`src/rtl/serial_adder_pkg.sv`:
```
// Shared arithmetic definitions for the serial adder and subtractor family:
// controller state encodings and the counter-width helper.
package serial_adder_pkg;

    localparam logic [1:0] ST_IDLE = 2'd0;
    localparam logic [1:0] ST_RUN  = 2'd1;
    localparam logic [1:0] ST_DONE = 2'd2;

    // Bits needed to count 0..width-1; never narrower than one bit.
    function automatic int cnt_width(input int width);
        return (width <= 2) ? 1 : $clog2(width);
    endfunction

endpackage

```
`src/rtl/serial_adder_full_adder.sv`:
```
// One-bit full adder used as the per-step datapath of the serial adder.
module full_adder (
    input  logic i_a,
    input  logic i_b,
    input  logic i_cin,
    output logic o_s,
    output logic o_cout
);

    assign o_s    = i_a ^ i_b ^ i_cin;
    assign o_cout = (i_a & i_b) | (i_a & i_cin) | (i_b & i_cin);

endmodule

```
`src/rtl/serial_adder.sv`:
```
// Bit-serial adder: {Cout,S} = A + B + Cin, one bit per clock, LSB first,
// with a START handshake, BUSY while running and a one-cycle DONE pulse.
module serial_adder #(
    parameter int WIDTH = 4
) (
    input  logic             CLK,
    input  logic             RST,
    input  logic             START,
    input  logic [WIDTH-1:0] A,
    input  logic [WIDTH-1:0] B,
    input  logic             Cin,
    output logic             BUSY,
    output logic             DONE,
    output logic [WIDTH-1:0] S,
    output logic             Cout
);
    import serial_adder_pkg::*;

    localparam int             CNT_W    = cnt_width(WIDTH);
    localparam logic [CNT_W-1:0] CNT_LAST = CNT_W'(WIDTH - 1);

    logic [1:0]       r_state;
    logic [WIDTH-1:0] r_a_sh;
    logic [WIDTH-1:0] r_b_sh;
    logic             r_carry;
    logic [CNT_W-1:0] r_cnt;
    logic [WIDTH-1:0] r_s;
    logic             r_cout;

    logic w_sum_bit;
    logic w_carry_out;

    full_adder u_fa (
        .i_a    (r_a_sh[0]),
        .i_b    (r_b_sh[0]),
        .i_cin  (r_carry),
        .o_s    (w_sum_bit),
        .o_cout (w_carry_out)
    );

    always_ff @(posedge CLK) begin
        if (RST) begin
            r_state <= ST_IDLE;
            r_a_sh  <= '0;
            r_b_sh  <= '0;
            r_carry <= 1'b0;
            r_cnt   <= '0;
            r_s     <= '0;
            r_cout  <= 1'b0;
        end else begin
            case (r_state)
                ST_IDLE, ST_DONE: begin
                    if (START) begin
                        r_a_sh  <= A;
                        r_b_sh  <= B;
                        r_carry <= Cin;
                        r_cnt   <= '0;
                        r_s     <= '0;
                        r_cout  <= 1'b0;
                        r_state <= ST_RUN;
                    end else begin
                        r_state <= ST_IDLE;
                    end
                end
                ST_RUN: begin
                    // Sum bits enter at the MSB so S is LSB-aligned after WIDTH steps.
                    r_s     <= {w_sum_bit, r_s[WIDTH-1:1]};
                    r_a_sh  <= r_a_sh >> 1;
                    r_b_sh  <= r_b_sh >> 1;
                    r_carry <= w_carry_out;
                    r_cnt   <= r_cnt + 1'b1;
                    if (r_cnt == CNT_LAST) begin
                        r_cout  <= w_carry_out;
                        r_state <= ST_DONE;
                    end
                end
                default: r_state <= ST_IDLE;
            endcase
        end
    end

    assign BUSY = (r_state == ST_RUN);
    assign DONE = (r_state == ST_DONE);
    assign S    = r_s;
    assign Cout = r_cout;

endmodule

```
`config.mk`:
```
export PLATFORM = sky130hd
export DESIGN_NAME = serial_adder
export DESIGN_NICKNAME = d
export VERILOG_FILES = /design/src/rtl/serial_adder_pkg.sv /design/src/rtl/serial_adder_full_adder.sv /design/src/rtl/serial_adder.sv
export SDC_FILE = /design/constraint.sdc
export NUM_CORES = 1
export LEC_CHECK = 0
export ABC_AREA = 1
export BUFFER_PORTS_ARGS = -buffer_cell sky130_fd_sc_hd__clkbuf_2
export CORE_UTILIZATION = 47
export DETAILED_ROUTE_END_ITERATION = 8
export GPL_ROUTABILITY_DRIVEN = 0
export MAX_ROUTING_LAYER = met4
export PLACE_DENSITY = 0.75
export SYNTH_ARGS = -nofsm -noshare
export SYNTH_HDL_FRONTEND = slang
export SYNTH_HIERARCHICAL = 1
export SYNTH_SLANG_ARGS = --single-unit
```
`constraint.sdc`:
```
create_clock -name CLK -period 1.2 [get_ports CLK]
set_clock_uncertainty 0.1 [all_clocks]
set_input_delay 0.24 -clock CLK [delete_from_list [all_inputs] [get_ports CLK]]
set_output_delay 0.24 -clock CLK [all_outputs]
set_load 0.1 [all_outputs]
```
## Word-level counts from Yosys, hierarchy flattened

Index checks and enable logic that the tools add are counted.
W data, S select, Z words.

| storage, ports and cells | value |
|---|---|
| bits in registers | 18 |
| memory bits (writable) | 0 |
| bits in read-only memories | 0 |
| output and inout port bits | 7 |
| logic and storage cells | 41 |
| memories kept | 0 |
| bits of input ports | 12 |
| latch bits | 0 |

| operators by class | value |
|---|---|
| mux-type cells | 16 |
| multiply operators | 0 |
| equal/unequal tests | 5 |
| reductions and logical operators | 5 |
| divide/modulo/power cells | 0 |
| order comparisons | 0 |
| add/subtract/negate cells | 1 |
| bitwise operators | 7 |
| shift-type cells | 0 |

Operators by type and width:

| operator | number |
|---|---|
| $pmux W4 S2 | 3 |
| $mux W4 | 3 |
| $pmux W2 S2 | 2 |
| $eq A2 B2 Y1 const B | 2 |
| $mux W1 | 4 |
| $mux W2 | 2 |
| $pmux W1 S2 | 2 |
| $and A1 B1 Y1 | 3 |
| $reduce_and A3 Y1 | 1 |
| $add A2 B1 Y2 const B | 1 |
| $eq A2 B1 Y1 const B | 1 |
| $logic_not A2 Y1 | 1 |
| $ne A2 B1 Y1 const B | 1 |
| $ne A2 B2 Y1 const B | 1 |
| $or A1 B1 Y1 | 2 |
| $reduce_and A2 Y1 | 1 |
| $reduce_bool A2 Y1 | 1 |
| $reduce_or A2 Y1 | 1 |
| $xor A1 B1 Y1 | 2 |

## Depth between registers and ports, before layout

| logic depth | value |
|---|---|
| depth in word-level cells | 5 |
| depth in mapped cells | 7 |
| mapped depth without buffers | 6 |

## By module

Netlist, hierarchy kept.

By module, submodules not included:

| module | cells an instance | area each (µm²) | instances | sequential area each (µm²) |
|---|---|---|---|---|
| serial_adder | 123 | 879.6 | 1 | 360.3 |
| full_adder | 1 | 20.0 | 1 | 0.0 |

## Least setup slack after synthesis

OpenSTA, ideal clock, no wires.

| path | value |
|---|---|
| path kind | register -> output |
| start point | register r_state[1] |
| end point | output DONE |
| buffers on the path | 0 |
| data required time | 0.860 ns |
| arrival time | 1.728 ns |
| stages on the path, launching flop included | 3 |
| slack | -0.868 ns |
| cell sequence | dfxtp_1 inv_2 nor2_1 |

| on the way | value |
|---|---|
| longest elaborated chain between the ends | 1 |

Ends and longest elaborated chain:

| what | RTL line | text |
|---|---|---|
| from (decl) | serial_adder.sv:22 | `logic [1:0] r_state;` |
| from (signal assigned) | serial_adder.sv:43 | `r_state <= ST_IDLE;` |
| from (signal assigned) | serial_adder.sv:60 | `r_state <= ST_RUN;` |
| from (signal assigned) | serial_adder.sv:62 | `r_state <= ST_IDLE;` |
| $eq A2 B2 Y1 | serial_adder.sv:83 | `assign DONE = (r_state == ST_DONE);` |
| to (decl) | serial_adder.sv:13 | `output logic DONE,` |

Every way passes these cells.

## Worst setup path after layout

| path | value |
|---|---|
| start point | register r_state[0] |
| end point | output DONE |

Same word-level chain as after synthesis.

==> out/results.tsv <==
metric	value	unit
Avg WL per Cell	11.6	um
clk slew on worst S/H paths	100	ps
Die W	45.8	um
CP bufs+invs	2	
Cell variety after synth	19	
layout cells sized above 1	41.8	%
clock buffer depth	2	
largest family of logic cells by synthesized area	simple AND/OR/NAND/NOR gates	
static leakage	0.638	nW
Multi-input gate area	468	um^2
final critical-path required period	1430	ps
Post-Syn Area	900	um^2
synthesized flop and latch total	18	
Rows	15	
DRC viols	0	
dominant synthesized flop cell	dfxtp_1	
Starting Density	51.0	%
most frequent cells after synthesis	nand2_1, dfxtp_1, nand3_1	
utilization after layout	76.4	%
drt total wl	2.12	mm
register area	379	um^2
total negative setup slack	-2420	ps
Syn Area/Cell	7.25	um^2
crit-path max FO	2	
max incr delay on CP	380	ps
Ports	19	
vias in the first global route	789	
peak supply drop	922	uV
design area	1350	um^2
vias per inst	4.81	
Syn Nets	138	
outcome	finished with violations	
total track usage	23.5	%
XOR/XNOR Fraction of Synth Area	0	%
vias	881	
Num Clock Sinks	18	
HPWL Detailed	1.34	mm
RSZ-0062 raised after global routing	true	
failing checks	setup timing	
Hold Buf Count CTS	0	
dominant delay contributor by cell family on the critical path	flip-flops	
DP Worst Slack	-47.6	ps
max cap viols	0	
cell mode on critical path	buf_12	
fin. max-slew vios	0	
Synth Area in Adders	3.62	%
diode count	0	
Post-DP Area	1160	um^2
Final WS setup	-233	ps
number of port buffers	18	
clock latency on the worst-skew pair	310	ps
share of the synthesized area in the top cell type	40.1	%
DRT iter0 DRCs	13	
Hold Crit Class	in2reg	
dominant cell type by area after synthesis	dfxtp_1	
Simple-Gate Fraction of Synth Area	36.0	%
antenna violations before repair	0	
WHS	49.2	ps
Inst Count DP	167	
slowest CP cell	dfxtp_4	
post-route ant nets	0	
YS warnings	6	
Root Buffer	clkbuf_4	
compound-cell area share of the yosys netlist	5.98	%
core area	1760	um^2
mux cell area share after synthesis	0	%
GRT overflow	0	
die area	2090	um^2
PD cells	1090	nW/um^2
final std cells w/o fill	183	
Critical Path RT	860	ps
Post-synth EDFFs	0	
DRT Pass-1 Iters	4	
top cells by area, synth	dfxtp_1, nand2_1, nand3_1, inv_1, a21oi_1	
largest net degree at the start of global routing	24	
CP cell instances	buf_12 -> nor2_4 -> buf_12	
reg-to-reg slack, setup	-190	ps
cell with the most instances after synthesis	nand2_1	
CP Launch Type	flop	
cts bufs inserted	3	
Async S/R FF share, synth	0	%
htree depth	1	
Rel. slew slack	82.9	%
Worst Path Class, Setup	reg2out	
Syn Inst Count	124	
Final Hold Viols	0	
fillcell total	143	
CP arrival	1090	ps
final setup vio count	19	
CTS tree	yes	
die height	45.8	um
worst slew pin tran	256	ps
first-pass GRT wire length	3.31	mm
fin crit share	119	%
FMAX	698	MHz
share of the yosys chip area belonging to registers	40.1	%
total power	1.47	mW
CP endpoint kind	primary output	
nets	173	
Area Growth Syn to Fin	49.8	%
## report_power, final
group          switching [mW]  total [mW]  internal [mW]
clock network           0.204       0.390          0.186
logic                   0.230       0.414          0.184
registers              0.0294       0.668          0.638
## path summary, 6_finish.rpt
kind / startpoint / to / cells after the start
max: r_state[0]$_SDFFE_PP0P_ / DONE / 3
min: B[1] / r_b_sh[1]$_SDFFE_PP0P_ / 3
max reg2reg: r_state[0]$_SDFFE_PP0P_ / S[3]$_SDFFE_PP0P_ / 7
min reg2reg: r_cnt[0]$_SDFFE_PP0P_ / r_cnt[0]$_SDFFE_PP0P_ / 1
## placed cells by master (no fill, tap or decap), drive strengths merged, types with 3 or more instances in the layout
| cell | netlist | routed |
|---|---|---|
| clkbuf | 1 | 15 |
| nor2 | 11 | 11 |
| nand2 | 30 | 31 |
| dfxtp | 18 | 18 |
| nand3 | 18 | 18 |
| nor3 | 7 | 7 |
| inv | 19 | 19 |
| buf | 5 | 24 |
| nand3b | 3 | 3 |
| a21oi | 9 | 9 |
## final cells by class
cell class	instances	share of cell area [%]
Clock buffer	4	2.69
Inverter	19	5.85
Multi-Input combinational cell	82	34.7
Sequential cell	18	28.1
Tap cell	25	2.32
Timing Repair Buffer	35	26.3
## per-layer routing
layer,vias up,track usage (%),wire [um]
met3,13,2.38,63
met2,19,37.1,1010
met4,0,13.5,61
met1,391,28.9,989
li1,458,-,-
met5,-,-,0
## what timing repair did
item / CTS / global route
setup endpoints to repair: 18 / 21
gates resized for setup: 12 / 9
hold endpoints to repair: 0 / 0
buffers inserted: 7 / 4
gates cloned: 1 / 0
pin swaps: 4 / 4
## flip-flops by register name (all words and copies together), names as in the netlist
register and cells:
r_state 2, r_carry 1, r_a_sh 4, S 4, r_cnt 2, r_b_sh 4
Cout 1
## cells by family (layout without fill, tap and decap cells)
| family | count (synthesis) | count (layout) |
|---|---|---|
| flip-flops | 18 | 18 |
| AND/OR/NAND/NOR | 69 | 70 |
| AO/OA/AOI/OAI | 10 | 10 |
| adder cells (fa/ha/maj) | 2 | 2 |
| buffers and inverters | 25 | 58 |
## worst register-to-register path, stage by stage (launching register included)
cell	delay [ps]
dfxtp_4	380
buf_12	130
buf_4	130
buf_8	140
nand2_4	90
buf_6	120
nand3_1	80
a21oi_2	150
No activity file was read; power rests on OpenSTA's default activity.
